`config.mk`:
```
export PLATFORM = sky130hd
export DESIGN_NAME = net_bus_sync_fifo
export DESIGN_NICKNAME = d
export VERILOG_FILES = /design/src/rtl/net_bus_pkg.sv /design/src/rtl/net_bus_sync_fifo_mem.sv /design/src/rtl/net_bus_sync_fifo.sv
export SDC_FILE = /design/constraint.sdc
export NUM_CORES = 1
export LEC_CHECK = 0
export ABC_AREA = 1
export BUFFER_PORTS_ARGS = -buffer_cell sky130_fd_sc_hd__clkbuf_2
export CAP_MARGIN = 20
export CELL_PAD_IN_SITES_DETAIL_PLACEMENT = 1
export CELL_PAD_IN_SITES_GLOBAL_PLACEMENT = 1
export CORE_MARGIN = 5
export CORE_UTILIZATION = 42
export DETAILED_ROUTE_END_ITERATION = 6
export PLACE_DENSITY_LB_ADDON = 0.1
export SLEW_MARGIN = 20
export SYNTH_ARGS = -nofsm -noshare
export SYNTH_HDL_FRONTEND = slang
export SYNTH_HIERARCHICAL = 1
export SYNTH_SLANG_ARGS = --single-unit
export TNS_END_PERCENT = 10
```
`constraint.sdc`:
```
create_clock -name CLK -period 3.04 [get_ports CLK]
set_clock_uncertainty 0.15 [all_clocks]
set_input_delay 0.608 -clock CLK [delete_from_list [all_inputs] [get_ports CLK]]
set_output_delay 0.608 -clock CLK [all_outputs]
set_load 0.05 [all_outputs]
```
`src/rtl/net_bus_pkg.sv`:
```
// Shared definitions for the NetBus synchronous FIFO: pointer sizing and the status bundle.
package net_bus_pkg;

   localparam int PTR_EXTRA_BITS = 1;

   // Pointers carry one extra wrap bit above the RAM address bits.
   function automatic int ptr_width(input int depth);
      return depth + PTR_EXTRA_BITS;
   endfunction

   typedef struct packed {
      logic full;
      logic empty;
      logic afull;
      logic aempty;
      logic ovf;
      logic udf;
   } fifo_status_t;

endpackage

```
`src/rtl/net_bus_sync_fifo_mem.sv`:
```
// Simple dual-port RAM for the NetBus FIFO: synchronous write, registered read, array not reset.
module net_bus_sync_fifo_mem
   import net_bus_pkg::*;
#(
   parameter int WIDTH  = 16,
   parameter int ADDR_W = 4
) (
   input  logic              clk,
   input  logic              wr_en,
   input  logic [ADDR_W-1:0] wr_addr,
   input  logic [WIDTH-1:0]  wr_data,
   input  logic [ADDR_W-1:0] rd_addr,
   output logic [WIDTH-1:0]  rd_data
);

   logic [WIDTH-1:0] mem [0:(1<<ADDR_W)-1];

   always_ff @(posedge clk) begin
      if (wr_en) begin
         mem[wr_addr] <= wr_data;
      end
      rd_data <= mem[rd_addr];
   end

endmodule

```
`src/rtl/net_bus_sync_fifo.sv`:
```
// Single-clock NetBus FIFO: pointers, registered flags, sticky errors and an optional
// first-word-fall-through prefetch stage around a registered-read RAM.
module net_bus_sync_fifo
   import net_bus_pkg::*;
#(
   parameter int RAM_WIDTH     = 16,
   parameter int RAM_DEPTH     = 4,
   parameter int FWFT          = 0,
   parameter int AFULL_THRESH  = 12,
   parameter int AEMPTY_THRESH = 2
) (
   input  logic                 CLK,
   input  logic                 RST,
   input  logic [RAM_WIDTH-1:0] DIN,
   input  logic                 WEN,
   input  logic                 REN,
   input  logic                 CLR_ERR,
   output logic [RAM_WIDTH-1:0] DOUT,
   output logic                 DVALID,
   output logic                 FULL,
   output logic                 EMPTY,
   output logic                 AFULL,
   output logic                 AEMPTY,
   output logic [RAM_DEPTH:0]   LEVEL,
   output logic                 OVF,
   output logic                 UDF
);

   localparam int PTR_W = ptr_width(RAM_DEPTH);
   localparam logic [PTR_W-1:0] AFULL_T  = PTR_W'(AFULL_THRESH);
   localparam logic [PTR_W-1:0] AEMPTY_T = PTR_W'(AEMPTY_THRESH);
   localparam fifo_status_t STATUS_RST = '{full: 1'b0, empty: 1'b1, afull: 1'b0,
                                           aempty: 1'b1, ovf: 1'b0, udf: 1'b0};

   if (AFULL_THRESH < 0 || AFULL_THRESH > (1 << RAM_DEPTH)) begin : g_bad_afull
      $error("net_bus_sync_fifo: AFULL_THRESH outside 0..(1<<RAM_DEPTH)");
   end
   if (AEMPTY_THRESH < 0 || AEMPTY_THRESH > (1 << RAM_DEPTH)) begin : g_bad_aempty
      $error("net_bus_sync_fifo: AEMPTY_THRESH outside 0..(1<<RAM_DEPTH)");
   end

   logic [PTR_W-1:0]     wptr, rptr, wptr_n, rptr_n, st_count, level_q, level_n;
   logic                 wr_accept, rd_accept, pop, load_out;
   logic                 pf_valid, pf_valid_n, out_valid, out_valid_n;
   logic [RAM_WIDTH-1:0] rd_data, dout_q, dout_n;
   logic [RAM_DEPTH-1:0] rd_addr;
   fifo_status_t         status_q, status_n;

   net_bus_sync_fifo_mem #(
      .WIDTH  (RAM_WIDTH),
      .ADDR_W (RAM_DEPTH)
   ) u_mem (
      .clk     (CLK),
      .wr_en   (wr_accept & ~RST),
      .wr_addr (wptr[RAM_DEPTH-1:0]),
      .wr_data (DIN),
      .rd_addr (rd_addr),
      .rd_data (rd_data)
   );

   // pf_valid marks rd_data as a live RAM word. In FWFT mode it mirrors mem[rptr], which is
   // still counted as storage until it moves into the output register, so LEVEL tops out at
   // capacity+1 and the RAM word at rptr can never be overwritten while it is being shown.
   always_comb begin
      st_count    = wptr - rptr;
      wr_accept   = WEN & ~status_q.full;
      rd_accept   = REN & ~status_q.empty;
      wptr_n      = wptr + PTR_W'(wr_accept);
      pop         = 1'b0;
      load_out    = 1'b0;
      rptr_n      = rptr;
      pf_valid_n  = 1'b0;
      rd_addr     = rptr[RAM_DEPTH-1:0];
      out_valid_n = 1'b0;
      if (FWFT != 0) begin
         pop         = rd_accept;
         load_out    = pf_valid & (~out_valid | pop);
         rptr_n      = rptr + PTR_W'(load_out);
         pf_valid_n  = st_count > PTR_W'(load_out);
         rd_addr     = rptr_n[RAM_DEPTH-1:0];
         out_valid_n = load_out | (out_valid & ~pop);
      end else begin
         load_out    = pf_valid;
         rptr_n      = rptr + PTR_W'(rd_accept);
         pf_valid_n  = rd_accept;
         out_valid_n = pf_valid;
      end
      dout_n  = load_out ? rd_data : dout_q;
      level_n = (wptr_n - rptr_n) + ((FWFT != 0) ? PTR_W'(out_valid_n) : '0);

      status_n.full   = (wptr_n[PTR_W-1] != rptr_n[PTR_W-1]) &&
                        (wptr_n[RAM_DEPTH-1:0] == rptr_n[RAM_DEPTH-1:0]);
      status_n.empty  = (FWFT != 0) ? ~out_valid_n : (wptr_n == rptr_n);
      status_n.afull  = level_n >= AFULL_T;
      status_n.aempty = level_n <= AEMPTY_T;
      status_n.ovf    = (WEN & status_q.full) | (status_q.ovf & ~CLR_ERR);
      status_n.udf    = (REN & status_q.empty) | (status_q.udf & ~CLR_ERR);
   end

   always_ff @(posedge CLK) begin
      if (RST) begin
         wptr      <= '0;
         rptr      <= '0;
         pf_valid  <= 1'b0;
         out_valid <= 1'b0;
         dout_q    <= '0;
         level_q   <= '0;
         status_q  <= STATUS_RST;
      end else begin
         wptr      <= wptr_n;
         rptr      <= rptr_n;
         pf_valid  <= pf_valid_n;
         out_valid <= out_valid_n;
         dout_q    <= dout_n;
         level_q   <= level_n;
         status_q  <= status_n;
      end
   end

   assign DOUT   = dout_q;
   assign DVALID = out_valid;
   assign FULL   = status_q.full;
   assign EMPTY  = status_q.empty;
   assign AFULL  = status_q.afull;
   assign AEMPTY = status_q.aempty;
   assign LEVEL  = level_q;
   assign OVF    = status_q.ovf;
   assign UDF    = status_q.udf;

endmodule

```
==> run_results.csv <==
group,metric,value,unit
setup_path,cp_cell_sequence,"inv_1 -> nand3_2 -> inv_1 -> ha_1 -> inv_1 -> nor2_1 -> inv_1 -> nand2_1 -> inv_1 -> ha_1 -> nor2_1 -> o21ai_0 -> nand2_1 -> nand2_1 -> nand2_1 -> nand2_2 -> nor2_4 -> nor2_2",
place,gp_congestion,0.742,
synth,synth.distinct_cells,30,
synth,syn_nets,1326,
clocking,root_buffer,"clkbuf_16",
synth,synth_area,0.0131,mm2
timing,setup_viol_count_final,0,
floorplan,num_rows,64,
timing,setup_slack,0.641,ns
clocking,cts_repair_resize_count,0,
synth,yosysWarnings,6,
grt,grt_use_total,19.6,%
final_layout,stdcell_count,1789,
floorplan,start_util,42.7,%
final_layout,syn2layout_area_growth,14.3,%
floorplan,ios,49,
clocking,cts_sinks,311,
timing,max-slew-margin-rel,28.3,%
floorplan,core_area,0.0307,mm2
setup_path,cp.required,3.29,ns
timing,rsz0062_at_grt,"false",
grt,grt_overflow,0,
clocking,cts_max_level,2,
timing,hold_viol_final,0,
final_layout,nNetsFinal,1394,
setup_path,start_kind,"register",
timing,clock.fmax,0.417,GHz
routing,antenna_violating_nets_post_route,0,
routing,drc,0,
timing,worst_pin_slew,1.08,ns
final_layout,fillers,3392,
job,maxCapViolCount,0,
min_path,worstHoldPathType,"in -> reg",
grt,grt_max_degree,90,
clocking,cts_tree,"yes",
final_layout,num_antenna_cells,0,
clocking,postCtsSetupBuffers,0,
synth,seq_area_frac_synth,67.1,%
routing,wl_per_cell,19.1,um
synth,post_synth.cell_area_avg,10.1,um2
clocking,worst_skew_pair.late_latency,0.51,ns
status,status,"completed",
setup_path,crit_family,"simple AND/OR/NAND/NOR gates",
setup_path,critPathMostFrequentCell,"inv_1",
routing,drt_iter0_markers,519,
timing,finalCritPeriodShare,78.9,%
setup_path,cp_slowest_cell,"dfxtp_1",
floorplan,die_area,0.0348,mm2
setup_path,cp_slowest_stage_delay,0.43,ns
place,dp.cells,1727,
routing,routed_via_density,4.92,
routing,wl,34200,um
place,place_area,0.0139,mm2
pwr,max-vdd-ir-drop,0.364,mV
grt,grt_pass1_wl,53500,um
clocking,cts_buffers,36,
floorplan,die_w,187,um
grt,antenna_found_initial,3,
place,hpwlAfterDp,20400,um
clocking,clockBufferDepth,3,
setup_path,cp-end-kind,"register",
routing,vias,8793,
timing,fin_crit,2.40,ns
place,post-place-ws,0.367,ns
pwr,cellPowerDensity,653,mW/mm2
grt,grt_pass1_vias,9165,
floorplan,die_h,187,um
final_layout,final_common_cell,"nand2_1",
final_layout,layout_common_cells,"374 x nand2_1, 256 x edfxtp_1, 224 x inv_1, 200 x nand3_1, 52 x dfxtp_1",
synth,syn_inst,1301,
timing,fin_tns_setup,0,ns
pwr,p_leak,6.48,nW
final_layout,drive_above_1_share,13.3,%
setup_path,critPathMaxFanout,5,
clocking,hold_buffers,0,
synth,ys_ff_latch,311,
setup_path,critical_path_buf_inv_count,5,
final_layout,post-route-cell-area,0.0150,mm2
clocking,clk_pin_slew_worst_paths,0.06,ns
setup_path,critPathKind,"reg -> reg",
timing,maxSlewViolCount,0,
routing,first_pass_iters,4,
place,numPortBuffers,48,
setup_path,cp_data_arrival_time,2.65,ns
state kept, by name, indices dropped and copies added, names as in the netlist:
name / count
AEMPTY: 1
AFULL: 1
DOUT: 16
DVALID: 1
EMPTY: 1
FULL: 1
LEVEL: 5
OVF: 1
UDF: 1
load_out: 1
rptr: 5
u_mem/mem: 256
u_mem/rd_data: 16
wptr: 5
stage by stage:
step                hold slack (ns)  total power, W  utilization, %
finish                        0.226         0.00977            48.8
global route                  0.224          0.0102            48.8
CTS                           0.205         0.00991            48.8
detailed placement            0.293         0.00581            45.2
global placement              0.288         0.00580            45.2
floorplan                     0.281         0.00551               -
report_power, final:
| part | internal (W) | switching [W] |
|---|---|---|
| clock | 0.00244 | 0.00161 |
| combinational | 0.000245 | 0.000700 |
| sequential | 0.00472 | 0.0000530 |
| total | 0.00740 | 0.00237 |
per-layer routing:
layer | share of wire [%] | vias up | track usage (%) | routed length, um
met2 | 48 | 161 | 33.1 | 16400
met1 | 45 | 4298 | 26.8 | 15300
met4 | 1.9 | 0 | 4.48 | 636
met3 | 5.3 | 47 | 3.27 | 1820
li1 | - | 4287 | - | -
met5 | 0 | - | 0 | 0
Yosys cell counts, drive strengths merged:
cell    number  share of area, %
dfxtp       55               8.4
clkbuf      15              0.44
ha           4              0.38
nor2        73               2.3
edfxtp     256                59
buf         42               2.1
or2          1             0.048
nand3b       3              0.17
nand2      388                12
nor3b        1             0.096
nor3         2             0.076
xor2         2              0.13
a21oi        4              0.18
clkinv       2             0.057
xnor2        2              0.13
nand3      204               8.0
o21ai       18              0.69
inv        229               6.6
worst paths after layout:
kind,startpoint,end,slack [ns],cells after the start
worst max-delay path,FULL,AEMPTY,0.64,18
worst min register to register,u_mem/rd_data[6],DOUT[6],0.31,2
worst max register to register,FULL,AEMPTY,0.64,18
worst min-delay path,REN,load_out,0.23,3
tightest hold or removal path, delay by kind of cell:
kind	cells	cell delay, ns
buffers and inverters	2	0.19
and+or+nand+nor	1	0.04
layout make-up:
| type | instances | area [um2] | share of cell area, % |
|---|---|---|---|
| clock buffer | 51 | 998 | 6.67 |
| clock inverter | 11 | 100 | 0.669 |
| inverter | 231 | 870 | 5.81 |
| multi-input combinational | 702 | 3140 | 21.0 |
| sequential | 311 | 8790 | 58.8 |
| tap | 396 | 495 | 3.31 |
| timing repair buffer | 87 | 558 | 3.73 |
cells by family (layout without fill, tap and decap cells):
family	Yosys count	after routing	synth area share (%)
and+or+nand+nor	672	672	22.2
DFF	311	311	67.1
buffers and inverters	288	380	9.15
AOI/OAI and AO/OA	22	22	0.870
adders and majority gates	4	4	0.382
xor gates and xnor gates	4	4	0.268
Power figures use the tool's default switching activity.
